[src/rtl/mdio_master.sv]
// Clause-22 MDIO management master.
// Turns one latched register request into a preamble/ST/OP/PHYAD/REGAD/TA/DATA
// frame on MDC/MDIO and returns a one-cycle response pulse when the frame ends.
module mdio_master #(
  parameter int CLK_DIV      = 25,
  parameter int PREAMBLE_LEN = 32
) (
  input  logic        ETH_REFCLK,
  input  logic        RESET_N,
  input  logic        REQ_VALID,
  output logic        REQ_READY,
  input  logic        REQ_WRITE,
  input  logic [4:0]  REQ_PHYAD,
  input  logic [4:0]  REQ_REGAD,
  input  logic [15:0] REQ_WDATA,
  output logic        RSP_VALID,
  output logic [15:0] RSP_RDATA,
  output logic        RSP_ERR,
  output logic        BUSY,
  output logic        MDIO_CLK,
  output logic        MDIO_DATA_O,
  output logic        MDIO_DATA_OE,
  input  logic        MDIO_DATA_I
);

  typedef enum logic [2:0] {
    IDLE,
    PRE,
    HDR,
    TA,
    DATA
  } state_t;

  localparam int              DIV_W     = (CLK_DIV > 1) ? $clog2(CLK_DIV) : 1;
  localparam logic [DIV_W-1:0] DIV_LAST = DIV_W'(CLK_DIV - 1);
  localparam logic [5:0]      SLOT_TA   = 6'(PREAMBLE_LEN + 14);
  localparam logic [5:0]      SLOT_TA2  = 6'(PREAMBLE_LEN + 15);
  localparam logic [5:0]      SLOT_DATA = 6'(PREAMBLE_LEN + 16);
  localparam logic [5:0]      SLOT_LAST = 6'(PREAMBLE_LEN + 31);

  state_t             r_state;
  logic [DIV_W-1:0]   r_div;
  logic               r_high;
  logic               r_lead;
  logic [5:0]         r_slot;
  logic               r_write;
  logic [31:0]        r_frame;
  logic [15:0]        r_shift;
  logic               r_ta_err;
  logic               r_rsp_valid;
  logic [15:0]        r_rsp_rdata;
  logic               r_rsp_err;
  logic               r_mdc;
  logic               r_mdo;
  logic               r_oe;

  logic [5:0]         w_nxt_slot;
  logic               w_nxt_framed;
  state_t             w_nxt_state;
  logic               w_nxt_oe;
  logic               w_nxt_bit;

  assign REQ_READY    = (r_state == IDLE);
  assign BUSY         = (r_state != IDLE);
  assign RSP_VALID    = r_rsp_valid;
  assign RSP_RDATA    = r_rsp_rdata;
  assign RSP_ERR      = r_rsp_err;
  assign MDIO_CLK     = r_mdc;
  assign MDIO_DATA_O  = r_mdo;
  assign MDIO_DATA_OE = r_oe;

  // Pad values and state for the slot that starts at the next slot boundary.
  // The first slot after acceptance is slot 0, reached via a one-cycle lead-in.
  always_comb begin
    w_nxt_slot   = r_lead ? '0 : r_slot + 6'd1;
    // slot >= PREAMBLE_LEN, written as slot+1 > PREAMBLE_LEN so it stays
    // meaningful when the preamble is suppressed
    w_nxt_framed = ({1'b0, w_nxt_slot} + 7'd1) > 7'(PREAMBLE_LEN);
    w_nxt_state  = DATA;
    if (!w_nxt_framed)
      w_nxt_state = PRE;
    else if (w_nxt_slot < SLOT_TA)
      w_nxt_state = HDR;
    else if (w_nxt_slot < SLOT_DATA)
      w_nxt_state = TA;
    w_nxt_oe  = !w_nxt_framed || r_write || (w_nxt_slot < SLOT_TA);
    w_nxt_bit = (w_nxt_framed && w_nxt_oe) ? r_frame[31] : 1'b1;
  end

  // Frame sequencer: request latch, MDC divider, slot stepping, read capture.
  always_ff @(posedge ETH_REFCLK or negedge RESET_N) begin
    if (!RESET_N) begin
      r_state     <= IDLE;
      r_div       <= '0;
      r_high      <= 1'b0;
      r_lead      <= 1'b0;
      r_slot      <= '0;
      r_write     <= 1'b0;
      r_frame     <= '0;
      r_shift     <= '0;
      r_ta_err    <= 1'b0;
      r_rsp_valid <= 1'b0;
      r_rsp_rdata <= '0;
      r_rsp_err   <= 1'b0;
      r_mdc       <= 1'b0;
      r_mdo       <= 1'b1;
      r_oe        <= 1'b0;
    end else begin
      r_rsp_valid <= 1'b0;
      case (r_state)
        IDLE: begin
          if (REQ_VALID) begin
            r_write  <= REQ_WRITE;
            r_frame  <= {2'b01, REQ_WRITE ? 2'b01 : 2'b10, REQ_PHYAD, REQ_REGAD,
                         REQ_WRITE ? 2'b10 : 2'b11, REQ_WRITE ? REQ_WDATA : 16'hFFFF};
            r_state  <= (PREAMBLE_LEN > 0) ? PRE : HDR;
            r_lead   <= 1'b1;
            r_ta_err <= 1'b0;
            r_shift  <= '0;
          end
        end
        default: begin
          if (r_lead || (r_high && r_div == DIV_LAST)) begin
            if (!r_lead && r_slot == SLOT_LAST) begin
              r_state     <= IDLE;
              r_mdc       <= 1'b0;
              r_oe        <= 1'b0;
              r_mdo       <= 1'b1;
              r_rsp_valid <= 1'b1;
              r_rsp_rdata <= r_write ? '0 : r_shift;
              r_rsp_err   <= r_write ? 1'b0 : r_ta_err;
            end else begin
              r_lead  <= 1'b0;
              r_slot  <= w_nxt_slot;
              r_state <= w_nxt_state;
              r_mdc   <= 1'b0;
              r_high  <= 1'b0;
              r_div   <= '0;
              r_oe    <= w_nxt_oe;
              r_mdo   <= w_nxt_bit;
              if (w_nxt_framed)
                r_frame <= {r_frame[30:0], 1'b0};
            end
          end else if (!r_high && r_div == DIV_LAST) begin
            r_mdc  <= 1'b1;
            r_high <= 1'b1;
            r_div  <= '0;
            if (!r_write) begin
              if (r_slot == SLOT_TA2)
                r_ta_err <= MDIO_DATA_I;
              if (r_state == DATA)
                r_shift <= {r_shift[14:0], MDIO_DATA_I};
            end
          end else begin
            r_div <= r_div + 1'b1;
          end
        end
      endcase
    end
  end

endmodule
[config.mk]
export PLATFORM = sky130hd
export DESIGN_NAME = mdio_master
export DESIGN_NICKNAME = d
export VERILOG_FILES = /design/src/rtl/mdio_master.sv
export SDC_FILE = /design/constraint.sdc
export NUM_CORES = 1
export LEC_CHECK = 0
export BUFFER_PORTS_ARGS = -buffer_cell sky130_fd_sc_hd__buf_4
export CAP_MARGIN = 30
export CORE_MARGIN = 4
export CORE_UTILIZATION = 50
export DETAILED_ROUTE_END_ITERATION = 10
export PLACE_DENSITY = 0.76
export SYNTH_ARGS = -nofsm -noshare
export SYNTH_HDL_FRONTEND = slang
export SYNTH_SLANG_ARGS = --single-unit
[constraint.sdc]
create_clock -name ETH_REFCLK -period 2.98 [get_ports ETH_REFCLK]
set_clock_uncertainty 0.05 [all_clocks]
set_input_delay 0.745 -clock ETH_REFCLK [delete_from_list [all_inputs] [get_ports ETH_REFCLK]]
set_output_delay 0.745 -clock ETH_REFCLK [all_outputs]
set_load 0.02 [all_outputs]
# Word-level counts from Yosys, hierarchy flattened

Cells that the tools add are included.

$add $sub $neg: 3
Order comparisons: 3
Equality and inequality tests: 9
Multiplexer cells: 46
Bitwise gates (word level): 2
Reduce and logical (&&, ||, !) cells: 30

Operators by type and width:

| operator              | number |
|---|---|
| $mux W32              | 5 |
| $mux W16              | 8 |
| $mux W1               | 21 |
| $mux W3               | 7 |
| $mux W5               | 3 |
| $eq A6 B6 Y1 const B  | 2 |
| $lt A6 B6 Y1 const B  | 2 |
| $reduce_and A3 Y1     | 4 |
| $reduce_bool A2 Y1    | 6 |
| $ne A2 B2 Y1 const B  | 5 |
| $reduce_and A2 Y1     | 5 |
| $reduce_and A5 Y1     | 2 |
| $add A6 B1 Y7 const B | 1 |
| $gt A7 B6 Y1 const B  | 1 |
| $add A6 B1 Y6 const B | 1 |
| $mux W6               | 1 |
| $add A5 B1 Y5 const B | 1 |
| $eq A5 B5 Y1 const B  | 1 |
| $logic_and A1 B1 Y1   | 4 |
| $reduce_and A4 Y1     | 1 |
| $eq A3 B3 Y1 const B  | 1 |
| $logic_not A1 Y1      | 3 |
| $logic_not A3 Y1      | 1 |
| $logic_or A1 B1 Y1    | 3 |
| 3 further kinds       | 4 |

Bits in registers: 87
Input port bits: 31
Output and inout port bits: 23
Logic and storage cells: 108

# Depth between registers and ports, before layout

Gate-level depths: netlist of run 1.

Depth in word-level cells: 10
Mapped depth: 9
Mapped depth without buffers: 7

# Worst setup path after synthesis of run 1

Ideal clock, no wire load.

Path type: reg-to-output
Start: register r_state[2]
End: output port REQ_READY
Arrival: 1.215 ns
Required time: 2.185 ns
Path slack: 0.970 ns
Cell stages (with the launch flop): 5
Buffers on the path: 2
Cell sequence: dfrtp_1 > or3_1 > buf_6 > inv_2 > buf_2

Longest elaborated chain between the ends: 1

RTL lines:

| what                     | RTL line | source |
|---|---|---|
| start: declaration       | 41       | `state_t r_state;` |
| start signal: assignment | 116      | `r_state <= (PREAMBLE_LEN > 0) ? PRE : HDR;` |
| start signal: assignment | 135      | `r_state <= w_nxt_state;` |
| $logic_not A3 Y1         | 63       | `assign REQ_READY = (r_state == IDLE);` |
| end: declaration         | 11       | `output logic REQ_READY,` |

Every way passes these cells.

# Worst setup path in the final report of run 1

Ends and elaborated chain as after synthesis.

==> metrics.md, run 1 <==
| Metric | Value |
|---|---|
| Crit. End Element | `output pin` |
| Post-Syn Area | `around 3900 um^2` |
| Post-route ant nets | `0` |
| LEAKAGE | `2.000 nW` |
| CTS H-tree lvls | `3` |
| CTS resizes | `0` |
| DRC viols | `0` |
| Starting Density | `0.5103` |
| Via count | `2775` |
| Grt total ovfl | `0` |
| Setup Viol. Count Final | `0` |
| Vias in the first global route | `between 2000 and 3000` |
| Clock-pin slew on the worst setup and hold paths | `0.08 ns` |
| Max-cap violations | `0` |
| Hold buffers post-CTS | `0` |
| Total negative setup slack | `0 ns` |
| Final critical-path share of the clock period | `0.8584` |
| Startpoint Class | `flip-flop` |
| GP Congestion | `0.8132` |
| FF-to-FF End | `r_frame[24]` |
| TritonRoute pass-1 iters | `4` |
| CTS tree | `built` |
| Syn Inst Count | `around 350` |
| Critical path origin | `r_state[2]` |
| Highest Clock Rate | `approximately 400 MHz` |
| Pin count of the biggest net entering global routing | `45` |
| Die X | `96.57 um` |
| Register bit count reported by yosys | `87` |
| Post-synth top area cell | `dfrtp_1` |
| Layout area overhead | `16.14%` |
| Top FF cell, synth | `dfrtp_1` |
| Slew Limit Fails | `0` |
| CTS Sinks | `87` |
| Synth warn | `0` |
| Ant. Diodes | `0` |
| Distinct cells, synth | `54` |
| Tightest Pin Transition | `0.5696 ns` |
| Critical path required time | `roughly 2.2 ns` |
| Full die area | `~9300 um^2` |
| Clock buffer depth | `2` |
| Post-synth EDFFs | `0` |
| Drt wl/cell | `14.75 um` |
| Hold Fails Final Rpt | `0` |
| Syn nets | `379` |
| Syn_area_per_cell | `approximately 11 um^2` |
| Layout cells sized above 1 | `0.3089` |
| Post-synth ARST share | `1.000` |
| Area contributors post-synth | `dfrtp_1 (55%), o221a_1 (5.7%), or2_2 (4.1%)` |
| R2r worst-path depth | `5` |
| Row count | `32` |
| Arr. time, crit path | `roughly 1.8 ns` |
| Worst setup path class | `flip-flop to output pin` |
| 1st-iter DRT viols | `107` |
| Pwr/cell area | `about 640 nW/um^2` |
| Worst skew pair latency | `0.35 ns` |
| Fin nets | `426` |
| Placed Area | `approximately 4400 um^2` |
| Reg2reg setup slack | `0.76 ns` |
| Dpl hpwl | `4.964 mm` |
| Crit path time final | `2.558 ns` |
| I/O Buffers | `53` |
| Max_slew headroom | `0.6202` |
| Sequential share of the synthesized area | `0.5553` |
| Worst vdd ir | `344.8 uV` |
| Cts bufs inserted | `9` |
| Chip height | `96.57 um` |
| Worst Hold Class | `input port to async pin` |
| Cell with the most instances after synthesis | `dfrtp_1` |
| Root Driver | `clkbuf_8` |
| I/O pin count | `54` |
| First-pass GRT wire length | `12.19 mm` |
| Vias per Instance | `5.584` |
| Top cells by count, synth | `dfrtp_1 (86), o21ai_0 (29), or2_2 (26)` |
| Placeable Area | `7687 um^2` |
| Postcts setup bufs | `0` |
| Initial antenna violation count | `0` |
| Design Area, Final | `about 4600 um^2` |
| CP max FO | `13` |
| Reg-to-reg critical path startpoint | `r_state[2]` |
| Gr usage total | `0.1704` |
| Dpl ws | `0.7069 ns` |
| RSZ-0062 raised after global routing | `no` |
| DRT Wirelength | `7.332 mm` |
| Status | `finished, final reports clean` |
| Post-synth top area share | `0.5486` |
| Setup WS post-layout | `about 0.42 ns` |
## layout make-up
type | count | area (um^2)
Multi-Input combinational cell | 211 | 1519
Timing Repair Buffer | 59 | 455.4
Clock buffer | 9 | 123.9
Fill cell | 661 | 3132
Clock inverter | 5 | 61.31
Tap cell | 102 | 127.6
Inverter | 24 | 90.09
Sequential cell | 87 | 2178
## worst max-delay path, stage by stage, from the launching register on
cell,delay [ns]
dfrtp_1,0.41
or3_1,0.55
inv_2,0.26
buf_4,0.19
## sequential cells by signal (all words and copies together) (netlist names)
signal	flops
r_shift	16
r_slot	6
r_ta_err	1
r_state	3
MDIO_DATA_O	1
MDIO_DATA_OE	1
RSP_ERR	1
RSP_RDATA	16
RSP_VALID	1
r_lead	1
r_high	1
r_div	5
r_write	1
MDIO_CLK	1
r_frame	32
## cell families (layout without fill, tap and decap cells)
kind of cell | count (synthesis) | after routing | share of synthesized area
AND/OR/NAND/NOR | 102 | 102 | 0.1573
flip-flops | 87 | 87 | 0.5553
AO/OA/AOI/OAI | 99 | 99 | 0.2019
XOR/XNOR | 2 | 2 | 0.004467
multiplexers | 5 | 5 | 0.01403
adder cells (fa/ha/maj) | 3 | 3 | 0.009570
buffers and inverters | 47 | 97 | 0.05741
## through the flow
step	hold WS, ns	total power [mW]	instances	utilization
finish	0.3280	2.915	497	0.5926
global route	0.3720	3.076	497	0.5926
CTS	0.3474	2.945	497	0.5926
detailed placement	0.4505	2.155	483	0.5685
global placement	0.4402	2.122	483	0.5685
floorplan	0.3994	1.959	345	-
## routing by layer
layer  GRT usage  vias up  routed length [um]
met5           0        -                   0
met4     0.05257        0                 104
met3     0.05422        9                 469
met2      0.2644       63                3340
met1      0.2292     1354                3418
li1            -     1349                   -
## placed cells by master (no fill, tap or decap), drive strengths merged, types with 2 or more instances in the layout
master	n
a21o	2
a21oi	8
a22o	16
a311oi	2
a32o	2
and3	3
buf	59
clkbuf	9
clkinvlp	3
dfrtp	86
ha	3
inv	24
mux2	4
nand2	18
nand3	7
nand3b	18
nand4	2
nor2	13
nor3	4
nor4	4
o21ai	31
o221a	28
o31ai	2
or2	26
xor2	2
## where the power goes
part           switching (mW)  total, mW  internal, mW
registers               0.192       1.59          1.40
clock network           0.408      0.787         0.379
logic                   0.239      0.539         0.299
total                   0.840       2.92          2.08
## how the worst max path moves through the flow
stage,end,slack [ns],cells after the start
6_report,REQ_READY,0.42,3
5_1_grt,REQ_READY,0.32,3
4_1_cts,REQ_READY,0.40,3
3_5_place_dp,r_frame[25],0.71,5
3_3_place_gp,r_frame[28],0.84,5
2_1_floorplan,REQ_READY,0.97,4
Power figures use the tool's default switching activity.
==> run 2: changes to the inputs <==
--- a/config.mk
+++ b/config.mk
@@ -5,8 +5,8 @@
 export SDC_FILE = /design/constraint.sdc
 export NUM_CORES = 1
 export LEC_CHECK = 0
-export BUFFER_PORTS_ARGS = -buffer_cell sky130_fd_sc_hd__buf_4
-export CAP_MARGIN = 30
+export BUFFER_PORTS_ARGS = -buffer_cell sky130_fd_sc_hd__buf_2
+export CAP_MARGIN = 20
 export CORE_MARGIN = 4
 export CORE_UTILIZATION = 50
 export DETAILED_ROUTE_END_ITERATION = 10
==> metrics.md, run 2 (synthesis gave the netlist of run 1 again) <==
| Metric | Value |
|---|---|
| Full die area | `9326 um^2 (unchanged)` |
| Crit path time final | `2.592 ns (+0.03364 ns)` |
| R2r worst-path depth | `5 (unchanged)` |
| Dpl ws | `0.7600 ns (+0.05310 ns)` |
| Via count | `2800 (+0.90%)` |
| Chip height | `96.57 um (unchanged)` |
| Row count | `32 (unchanged)` |
| Largest register FFs | `32 (unchanged)` |
| # placed instances | `483 (unchanged)` |
| CTS H-tree lvls | `3 (unchanged)` |
| Drt wl/cell | `14.89 um (+0.96%)` |
| Vias in the first global route | `2686 (+2.0%)` |
| Worst skew pair latency | `0.35 ns (about the same)` |
| Clock buffer depth | `2 (unchanged)` |
| Stages on the worst setup path | `3 (unchanged)` |
| Biggest register | `r_frame` |
| Root Driver | `clkbuf_8` |
| Most frequent cells in the layout | `dfrtp_1 (86), buf_2 (52), o21ai_0 (29), or2_2 (26), inv_1 (23)` |
| Pin count of the biggest net entering global routing | `75 (+67%)` |
| Hold Fails Final Rpt | `0 (unchanged)` |
| Pwr/cell area | `659.3 nW/um^2 (+3.0%)` |
| CTS Sinks | `87 (unchanged)` |
| Worst vdd ir | `330.1 uV (-4.3%)` |
| Starting Density | `0.5103 (unchanged)` |
| Reg-to-reg critical path startpoint | `r_state[2]` |
| Vias per Instance | `5.622 (+0.70%)` |
| Gr usage total | `0.1753 (+0.004890)` |
| Tightest Pin Transition | `0.5702 ns (+0.0005062 ns)` |
| DR top layer | `met4` |
| Arr. time, crit path | `1.80 ns (+0.04 ns)` |
| Final critical-path share of the clock period | `0.8697 (+0.01129)` |
| Status | `finished, final reports clean` |
| Critical path required time | `2.18 ns (about the same)` |
| CTS resizes | `0 (unchanged)` |
| Reg2reg setup slack | `0.76 ns (about the same)` |
| Crit-path slowest cell | `or3_1` |
| TritonRoute pass-1 iters | `4 (unchanged)` |
| 1st-iter DRT viols | `125 (+17%)` |
| Met3 WL post-DR | `371 um (-21%)` |
| Final Instance Count excl. Fillers | `498 (+0.20%)` |
| DRC viols | `0 (unchanged)` |
| Layout area overhead | `13.11%` |
| RSZ-0062 raised after global routing | `no` |
| Postcts setup bufs | `0 (unchanged)` |
| CP endpoint | `REQ_READY` |
| DR WL met2 | `3.414 mm (+2.2%)` |
| Startpoint Class | `flip-flop` |
| Placed Area | `4240 um^2 (-3.0%)` |
| CP max FO | `13 (unchanged)` |
| Commonest non-fill, non-tap cell in the layout | `dfrtp_1` |
| Grt total ovfl | `0 (unchanged)` |
| Cts bufs inserted | `9 (unchanged)` |
| Initial antenna violation count | `0 (unchanged)` |
| Worst setup path class | `flip-flop to output pin` |
| GP Congestion | `0.7977 (-1.9%)` |
| Setup Viol. Count Final | `0 (unchanged)` |
| Design Area, Final | `4437 um^2 (-2.6%)` |
| Post-route ant nets | `0 (unchanged)` |
| Highest Clock Rate | `385.9 MHz (-1.3%)` |
| Fin nets | `426 (unchanged)` |
| Max-cap violations | `0 (unchanged)` |
| CTS tree | `built` |
| DRT Wirelength | `7.417 mm (+1.2%)` |
| Crit path buffers/inverters | `2 (unchanged)` |
| Max_slew headroom | `0.6199 (about the same)` |
| Critical path origin | `r_state[2]` |
| Slew Limit Fails | `0 (unchanged)` |
| Placeable Area | `7687 um^2 (unchanged)` |
| Setup WS post-layout | `0.3884 ns (-0.03364 ns)` |
| Total negative setup slack | `0 ns (unchanged)` |
| LEAKAGE | `1.984 nW (-0.81%)` |
| M1 WL | `3.552 mm (+3.9%)` |
| I/O pin count | `54 (unchanged)` |
| Worst Hold Class | `input port to async pin` |
| Critical path, cell by cell | `or3_1 > inv_2 > buf_2` |
| Crit-path leading delay family | `simple AND/OR/NAND/NOR gates` |
| Crit. End Element | `output pin` |
| Layout cells sized above 1 | `0.3106 (+0.001745)` |
| Dpl hpwl | `4.781 mm (-3.7%)` |
| Ant. Diodes | `0 (unchanged)` |
| Die X | `96.57 um (unchanged)` |
| Fill cell count | `670 (+1.4%)` |
| I/O Buffers | `53 (unchanged)` |
| Hold buffers post-CTS | `0 (unchanged)` |
| FF-to-FF End | `r_frame[26]` |
| Area taken by multi-input logic gates | `1519 um^2 (unchanged)` |
| FF+latch area | `2178 um^2 (unchanged)` |
| Max stage delay on crit path | `0.56 ns (about the same)` |
| Clock-pin slew on the worst setup and hold paths | `0.08 ns (about the same)` |
| First-pass GRT wire length | `12.62 mm (+3.5%)` |
-- run 2: cell types whose count changed in the layout (fill, tap and decap cells not counted), sizes merged --
cell,delta
clkbuf,+1
clkinv,+1
clkinvlp,-1
-- run 2: through the flow --
step	util	total power, mW	hold WS, ns
4_1_cts	0.5771	2.952	0.1830
3_5_place_dp	0.5516	2.129	0.4455
3_3_place_gp	0.5516	2.103	0.4401
2_1_floorplan	-	1.959	0.3994
6_report	0.5771	2.925	0.1913
5_1_grt	0.5771	3.097	0.1881
-- run 2: report_power, final --
part / switching, mW / leakage [nW] / internal (mW)
Clock: 0.413 / 0.0944 / 0.406
Combinational: 0.236 / 0.806 / 0.279
Sequential: 0.194 / 1.08 / 1.40
-- run 2: layout make-up --
cell class | instances | area share
inverter | 24 | 0.02030
clock buffer | 10 | 0.03102
clock inverter | 5 | 0.01325
multi-input combinational | 211 | 0.3424
tap | 102 | 0.02876
timing repair buffer | 59 | 0.07332
sequential | 87 | 0.4910
-- run 2: worst min-delay path by stage --
stage / start / end / slack [ns]
floorplan: RESET_N / MDIO_CLK / 0.40
global placement: r_shift[15] / r_shift[15] / 0.44
detailed placement: r_state[1] / r_state[1] / 0.45
CTS: RESET_N / RSP_RDATA[0] / 0.18
global route: RESET_N / r_div[4] / 0.19
finish: RESET_N / r_div[3] / 0.19
-- run 2: metal layers --
| metal | GRT usage | vias up |
|---|---|---|
| met5 | 0 | - |
| met2 | 0.2667 | 69 |
| met1 | 0.2456 | 1375 |
| met3 | 0.03796 | 8 |
| met4 | 0.06893 | 0 |
| li1 | - | 1348 |
